<file path="config.mk">
export PLATFORM = sky130hd
export DESIGN_NAME = float_mul_seq
export DESIGN_NICKNAME = d
export VERILOG_FILES = /design/src/rtl/float_pkg.sv /design/src/rtl/fmul_classify.sv /design/src/rtl/float_mul_seq.sv
export SDC_FILE = /design/constraint.sdc
export NUM_CORES = 1
export LEC_CHECK = 0
export CAP_MARGIN = 10
export CORE_ASPECT_RATIO = 0.5
export CORE_MARGIN = 1
export CORE_UTILIZATION = 42
export CTS_CLUSTER_SIZE = 10
export DETAILED_ROUTE_END_ITERATION = 10
export DONT_BUFFER_PORTS = 1
export PLACE_DENSITY = 0.57
export SLEW_MARGIN = 30
export SYNTH_ARGS = -nofsm -noshare
export SYNTH_HDL_FRONTEND = slang
export SYNTH_SLANG_ARGS = --single-unit
</file>
<file path="constraint.sdc">
create_clock -name clk -period 7.4 [get_ports clk]
set_input_delay 0.74 -clock clk [delete_from_list [all_inputs] [get_ports clk]]
set_output_delay 0.74 -clock clk [all_outputs]
set_load 0.01 [all_outputs]
</file>
<file path="src/rtl/float_pkg.sv">
// Shared constants and state encoding for the single-precision float units
// (multiplier and float_sub_1d5).
package float_pkg;
  localparam int EXP_W      = 8;
  localparam int MANT_W     = 23;
  localparam int BIAS       = 127;
  localparam int SIG_W      = MANT_W + 1;
  localparam int ACC_W      = 2 * SIG_W;
  localparam int CNT_W      = 5;
  localparam int EXP_SUM_W  = 10;
  localparam logic [31:0] QNAN = 32'h7FC0_0000;

  typedef enum logic [2:0] {
    S_IDLE,
    S_MUL,
    S_NORM,
    S_ROUND,
    S_FINISH
  } state_t;
endpackage

</file>
<file path="src/rtl/fmul_classify.sv">
// Combinational decode of one IEEE-754 single operand into zero/inf/nan classes.
// Denormals report as zero since they are flushed by the multiplier.
module fmul_classify
  import float_pkg::*;
(
  input  logic [31:0] op,
  output logic        is_zero,
  output logic        is_inf,
  output logic        is_nan
);
  logic [EXP_W-1:0]  exp_f;
  logic [MANT_W-1:0] frac_f;

  assign exp_f   = op[30:23];
  assign frac_f  = op[22:0];
  assign is_zero = (exp_f == '0);
  assign is_inf  = (exp_f == {EXP_W{1'b1}}) && (frac_f == '0);
  assign is_nan  = (exp_f == {EXP_W{1'b1}}) && (frac_f != '0);
endmodule

</file>
<file path="src/rtl/float_mul_seq.sv">
// Sequential single-precision multiplier, 1 mantissa bit per clock; ready pulses 27 edges
// after start is sampled. start is only accepted in IDLE; no queueing.
module float_mul_seq
  import float_pkg::*;
(
  input  logic        clk,
  input  logic        rst,
  input  logic        start,
  input  logic [31:0] a_in,
  input  logic [31:0] b_in,
  output logic [31:0] float_out,
  output logic        ready
);
  state_t                       state;
  logic                         sign;
  logic [SIG_W-1:0]             ma;
  logic [SIG_W-1:0]             mb;
  logic signed [EXP_SUM_W-1:0]  exp_sum;
  logic [ACC_W-1:0]             acc;
  logic [CNT_W-1:0]             cnt;
  logic [MANT_W-1:0]            frac;
  logic                         guard;
  logic                         nan_f;
  logic                         inf_f;
  logic                         zero_f;

  logic a_zero, a_inf, a_nan;
  logic b_zero, b_inf, b_nan;

  fmul_classify u_cls_a (.op(a_in), .is_zero(a_zero), .is_inf(a_inf), .is_nan(a_nan));
  fmul_classify u_cls_b (.op(b_in), .is_zero(b_zero), .is_inf(b_inf), .is_nan(b_nan));

  logic [ACC_W-1:0]  partial;
  logic [MANT_W:0]   frac_rnd;
  logic [31:0]       result;

  always_comb begin
    partial  = mb[cnt] ? ({{SIG_W{1'b0}}, ma} << cnt) : '0;
    frac_rnd = {1'b0, frac} + {{MANT_W{1'b0}}, guard};
  end

  // Special classes override the datapath; inf*zero is folded into nan_f at latch time.
  always_comb begin
    result = {sign, exp_sum[EXP_W-1:0], frac};
    if (nan_f)
      result = QNAN;
    else if (inf_f)
      result = {sign, {EXP_W{1'b1}}, {MANT_W{1'b0}}};
    else if (zero_f)
      result = {sign, 31'b0};
    else if (exp_sum >= 10'sd255)
      result = {sign, {EXP_W{1'b1}}, {MANT_W{1'b0}}};
    else if (exp_sum <= 10'sd0)
      result = {sign, 31'b0};
  end

  always_ff @(posedge clk or posedge rst) begin
    if (rst) begin
      state     <= S_IDLE;
      float_out <= '0;
      ready     <= 1'b0;
      sign      <= 1'b0;
      ma        <= '0;
      mb        <= '0;
      exp_sum   <= '0;
      acc       <= '0;
      cnt       <= '0;
      frac      <= '0;
      guard     <= 1'b0;
      nan_f     <= 1'b0;
      inf_f     <= 1'b0;
      zero_f    <= 1'b0;
    end else begin
      case (state)
        S_IDLE: begin
          ready <= 1'b0;
          if (start) begin
            sign    <= a_in[31] ^ b_in[31];
            ma      <= {1'b1, a_in[22:0]};
            mb      <= {1'b1, b_in[22:0]};
            exp_sum <= $signed({2'b00, a_in[30:23]}) + $signed({2'b00, b_in[30:23]})
                       - EXP_SUM_W'(BIAS);
            nan_f   <= a_nan | b_nan | (a_inf & b_zero) | (a_zero & b_inf);
            inf_f   <= a_inf | b_inf;
            zero_f  <= a_zero | b_zero;
            acc     <= '0;
            cnt     <= '0;
            state   <= S_MUL;
          end
        end
        S_MUL: begin
          acc <= acc + partial;
          cnt <= cnt + 1'b1;
          if (cnt == CNT_W'(SIG_W - 1))
            state <= S_NORM;
        end
        S_NORM: begin
          // Product of two [1,2) significands lies in [1,4); bit 47 selects the binade.
          if (acc[ACC_W-1]) begin
            frac    <= acc[ACC_W-2:SIG_W];
            guard   <= acc[SIG_W-1];
            exp_sum <= exp_sum + 1'b1;
          end else begin
            frac    <= acc[ACC_W-3:SIG_W-1];
            guard   <= acc[SIG_W-2];
          end
          state <= S_ROUND;
        end
        S_ROUND: begin
          if (frac_rnd[MANT_W]) begin
            frac    <= '0;
            exp_sum <= exp_sum + 1'b1;
          end else begin
            frac    <= frac_rnd[MANT_W-1:0];
          end
          state <= S_FINISH;
        end
        S_FINISH: begin
          float_out <= result;
          ready     <= 1'b1;
          state     <= S_IDLE;
        end
        default: state <= S_IDLE;
      endcase
    end
  end
endmodule

</file>
After elaboration in Yosys (flattened, before gate mapping). Index checks and enable logic that the tools add are counted.

Register bits: 175. Input bits: 67. Output and inout port bits: 33.

Shifts and indexed selects: 1. Eq/ne operators: 11. Reduce and logical (&&, ||, !) cells: 19. Bitwise logic cells: 8. Muxes and demuxes: 24. Add/sub/neg operators: 6. Magnitude comparators: 3.

Operator list (count): $mux 31 (4); $mux 48 (2); $pmux 48 s2 (1); $add 48x48->48 (1); $shl 24x5->48 (1); $logic_not 23->1 (2); $mux 23 (2); $pmux 23 s2 (1); $reduce_bool 23->1 (2); $mux 32 (1); $mux 10 (3); $pmux 10 s3 (1); $add 23x1->24 (1); $eq 8x8->1 const B (2); $logic_not 8->1 (2); $pmux 3 s4 (1); $add 10x1->10 const B (1); $ge 10x9->1 const B (1); $le 10x1->1 const B (1); $pmux 5 s2 (1); $sub 9x7->10 const B (1); $add 8x8->9 (1); $ne 2x2->1 const B (4); $eq 3x2->1 const B (2); other kinds (19) (33).

Depth between registers and ports, before layout.
Depth in word-level cells: 6. Gate-level depth with buffers: 21. Depth with buffers taken out: 19.

Hierarchy. From an unflattened synthesis, not the netlist that was laid out.

Cells, all modules: 1480. Area, all modules: 12244.2 um^2.

Modules (own cells, without submodules): float_mul_seq (cells each 1448, area each 12046.6 um^2, times used 1, seq. area each 4354.2 um^2); fmul_classify (cells each 16, area each 98.8 um^2, times used 2, seq. area each 0.0 um^2).

Worst setup path before layout. Ideal clock, no wire load.

Path kind: reg2reg. Start point: register cnt[0]. End point: register acc[43]. Data required time: 7.278 ns. Setup time: 0.122 ns. Cell stages (with the launch flop): 19. Arrival: 4.510 ns. Slack: 2.768 ns. Path through: dfrtp_1 > buf_2 > mux4_2 > mux4_2 > nand2_2 > and2_0 > buf_2 > buf_2 > a211oi_1 > ha_1 > buf_4 > nand4_2 > nor2_2 > nand3_2 > or4_4 > nand3b_4 > a2111oi_4 > o21ai_1 > a32o_1.

Word-level cells in the longest chain between the ends: 5. Elaborated cells on any way between the ends: 6. Those cells by class: 1 x add/sub; 1 x shift; 4 x mux.

Ends and longest elaborated chain: start, declared (RTL line float_mul_seq.sv:20) `logic [CNT_W-1:0] cnt;`; start signal, assigned (RTL line float_mul_seq.sv:93) `cnt <= cnt + 1'b1;`; $bmux 1 s5 (RTL line float_mul_seq.sv:38) `partial = mb[cnt] ? ({{SIG_W{1'b0}}, ma} << cnt) : '0;`; $mux 1 (not written as such) (RTL line float_mul_seq.sv:38); $mux 48 * (RTL line float_mul_seq.sv:38); $add 48x48->48 * (RTL line float_mul_seq.sv:92) `acc <= acc + partial;`; $pmux 48 s2 * (RTL line float_mul_seq.sv:74) `case (state)`; end signal, assigned (RTL line float_mul_seq.sv:92); end, declared (RTL line float_mul_seq.sv:19) `logic [ACC_W-1:0] acc;`.

Mark *: on every way between the ends. The rest lies on a longest branch, timed or not. The select of a mux whose other input is x is not followed. A chain may end at the register's enable or synchronous reset.

Final worst setup path.
Start point: register cnt[4]. End point: register acc[43].

The elaborated chain is that of the path after synthesis.

==> out/summary.md <==
Counting instances in the post-synthesis netlist gives the leading cell types as sky130_fd_sc_hd__nand2_1 (294), sky130_fd_sc_hd__dfrtp_1 (174), sky130_fd_sc_hd__nor2_1 (129), sky130_fd_sc_hd__o21ai_0 (129), sky130_fd_sc_hd__a21oi_1 (107). Largest vdd supply drop: 0.2164 mV. The worst register-to-register path begins at cnt[4]. The area of the core is 29070 um^2, and the chip width is 245.6 um. In the final timing run, aggregate negative setup slack is 0 ns.

For the pin with the worst max-slew slack, the measured transition is 0.9021 ns. Among all flip-flop cells after synthesis, the most frequent one is sky130_fd_sc_hd__dfrtp_1. The synthesis-stage register bit count works out to 174. The largest fanout of any net on the critical path works out to 24.

The top-area cell type share of the netlist area was 0.3495. The run gives 2 as the deepest clock path buffer count. The library cell with the largest summed area after synthesis is sky130_fd_sc_hd__dfrtp_1. Setup repair after global routing left no endpoint under its margin.

The tree is rooted in a sky130_fd_sc_hd__clkbuf_16. Post-CTS repair changed the size of 0 cells. The die covers 30390 um^2.

The final-report max-slew violation count came out at 0. After the first detailed-routing iteration, the DRC count stood at 856. In this run the power density over the cells is 476.2 nW/um^2. Number of hold-slack violations in the final timing report: 0.

The combined global-route utilization of all metal layers was 0.2395; the overall power after layout was 6324 uW. Max-cap violations in this run came to 0. Once the clock tree was built, the setup fixing pass inserted 0 buffers.

Traced cell by cell, the critical path runs through clkinv_1, nor2_1, nand2_1, and2_0, buf_4, a211oi_1, ha_1, nand4_2, nor2_2, nand3_2, or4_4, nand3b_4, a2111oi_4, o21ai_1, a32o_1. In this run the count of I/O pins placed on the die edge is 100. Slowest cell on the critical path: sky130_fd_sc_hd__dfrtp_1. The run finished with clean final reports. The type of origin of the critical path was a register. The congestion estimate from routability-driven global placement came to 0.9072. In the final routed layout, each cell accounts on average for 19.02 um. Synthesis produced a netlist with a net count of 1631. The most common cell in the synthesized netlist is sky130_fd_sc_hd__nand2_1.

Summed over all layers, the routed wires come to 35060 um. The count of flip-flops with a built-in enable after synthesis works out to 0. The clock tree synthesis step divided the H-tree into 4 levels. The endpoint class of the critical path was a register.

The critical path's largest stage delay was 0.81 ns. TritonCTS built the clock tree. Ratio of cells with drive above 1 in the final layout: 0.07231.

The routed layout has 10795 vias. For the largest net degree at the start of global routing, the log shows 111. Data on the critical path is required at its endpoint by 7.75 ns. The final worst clock skew is 0.01197 ns.

The run gives 0.46 ns as the clock latency on the worst-skew pair. For the worst flop-to-flop path, the logic depth is 15. The repair_antennas step left the layout with diodes totalling 0.

The mapped netlist covers 12460 um^2. A synthesized cell averages 8.332 um^2. The count of buffers added on input and output ports is 0. The first global-routing pass estimated 56660 um of wire. In this run the cell area measured after placement is 12690 um^2. Setup violations remaining at the end of the flow were counted as 0.

The logs give 0.1931 GHz for the maximum frequency from static timing analysis and 0 for the synthesis warning total. The quantity of hold-fixing buffers added after cts is 0. For the number of global-route vias before repair, the log shows 10122.

The fraction of registers with async set or reset after synthesis is 1.000, and the minimum clock period after layout is 5.178 ns. The final layout contains 1575 nets. The clock net sink count is 174, and the relative area change from synthesis to final layout is 6.599%. The cell count after synthesis came out at 1495.

The average via count per standard cell was 5.857; the number of remaining DRC errors was 0. The detailed placement HPWL was 25920 um. The tools report the data arrival time of the critical path as 5.52 ns.

The path class of the tightest hold or removal check is input port to asynchronous set/reset pin. The logs give 0 for the number of nets with antenna violations after detailed routing and 0 for the global route total overflow. The critical path in this run is classified as register to register. Fraction of the cycle the final worst path needs: 0.6998.

Synthesis instantiated 78 different standard cells from the library. The tools report the TritonCTS buffer count as 17. The finished layout cell area was 13280 um^2. The initial cell density of the core is 0.4285. The run gives 0 as the number of antenna violations at the first check in global routing. From bottom edge to top edge, the die measures 123.8 um. The first TritonRoute pass finished after 5 iterations. In this run the static leakage power is 0.005971 uW. Post-CTS clock slew at the launch and capture registers of the worst setup and hold paths: 0.07 ns.

The tools report the relative slew slack as 0.3986. The tools report the row count as 44. By area the synthesized netlist is led by sky130_fd_sc_hd__dfrtp_1 (35%), sky130_fd_sc_hd__nand2_1 (8.9%), sky130_fd_sc_hd__ha_1 (6.7%), sky130_fd_sc_hd__o21ai_0 (5.2%), sky130_fd_sc_hd__a21oi_1 (4.3%). The start point of the critical path is cnt[4].

The run gives 0.3495 as the part of the Yosys area used for sequential elements.
-- per-layer routing --
| layer | global-route usage | share of wire | wire length (um) | vias to the layer above |
|---|---|---|---|---|
| li1 | - | - | - | 5285 |
| met1 | 0.3667 | 0.51 | 18020 | 5239 |
| met2 | 0.3465 | 0.43 | 14910 | 245 |
| met3 | 0.03943 | 0.049 | 1727 | 26 |
| met4 | 0.05901 | 0.012 | 404 | 0 |
| met5 | 0 | 0 | 0 | - |
-- stage by stage --
stage          hold slack (ns)  utilization  setup slack (ns)  instances
6_report                0.2510       0.4568             2.222       1843
5_1_grt                 0.3202       0.4568             1.793       1843
4_1_cts                 0.2921       0.4558             2.082       1842
3_5_place_dp            0.4577       0.4366             2.084       1810
3_3_place_gp            0.4586       0.4364             2.210       1810
2_1_floorplan           0.4403            -             1.943       1495
-- flip-flops by register name (all words and copies together), names as in the netlist --
signal,flops
frac,23
nan_f,1
guard,1
cnt,5
exp_sum,10
state,3
ma,24
mb,23
inf_f,1
float_out,32
acc,48
ready,1
zero_f,1
sign,1
-- path summary, 6_finish.rpt --
path	to	slack, ns
setup / recovery	acc[43]	2.22
hold / removal	mb[11]	0.25
setup reg to reg	acc[43]	2.22
hold reg to reg	mb[0]	0.49
max in group asynchronous	acc[6]	6.05
min in group clk	mb[9]	0.38
-- worst max-delay path, delay by kind of cell, from the launching register on --
kind / cells / cell delay (ns)
compound gates: 4 / 1.03
simple gates: 8 / 2.00
flops: 1 / 0.81
buf+inv: 2 / 0.86
fa+ha+maj: 1 / 0.36
-- final cells by class --
cell class | count | area, um^2
tap | 391 | 489.2
fill | 2839 | 15790
timing repair buffer | 13 | 117.6
multi-input combinational | 1196 | 7611
inverter | 37 | 146.4
clock inverter | 11 | 107.6
clock buffer | 21 | 450.4
sequential | 174 | 4357
-- cells in the final DEF (no fill, tap or decap), drive strengths merged, types with 3 or more instances in the layout --
cell      count
nand2       296
dfrtp       174
o21ai       134
nor2        130
a21oi       108
ha           67
mux2i        50
a22o         38
inv          38
xnor2        31
nand3        27
nand4        25
clkbuf       21
a21o         19
nor3         16
and3         16
mux4         16
a31oi        15
xor2         15
a211oi       14
and2         14
mux2         13
nor2b        13
buf          13
nor4         11
o22ai        10
o21bai       10
nand2b        9
o32a          9
o22a          9
o31ai         9
a22oi         8
or3           7
o21a          6
o32ai         5
o221ai        5
or4           5
clkinv        5
clkinvlp      4
or2           3
-- cells by family after synthesis --
| logic type | count (synthesis) | synth area share |
|---|---|---|
| adders and majority gates | 69 | 0.07051 |
| and+or+nand+nor | 577 | 0.2048 |
| buffers and inverters | 125 | 0.04098 |
| AOI/OAI and AO/OA | 425 | 0.2210 |
| muxes | 79 | 0.08086 |
| DFF | 174 | 0.3495 |
| xor gates and xnor gates | 46 | 0.03234 |
-- where the power goes --
| part | internal [uW] | switching [uW] |
|---|---|---|
| logic | 1420 | 2280 |
| clock network | 475 | 417 |
| registers | 1300 | 435 |
| total | 3190 | 3130 |
No activity file was read; power rests on OpenSTA's default activity.
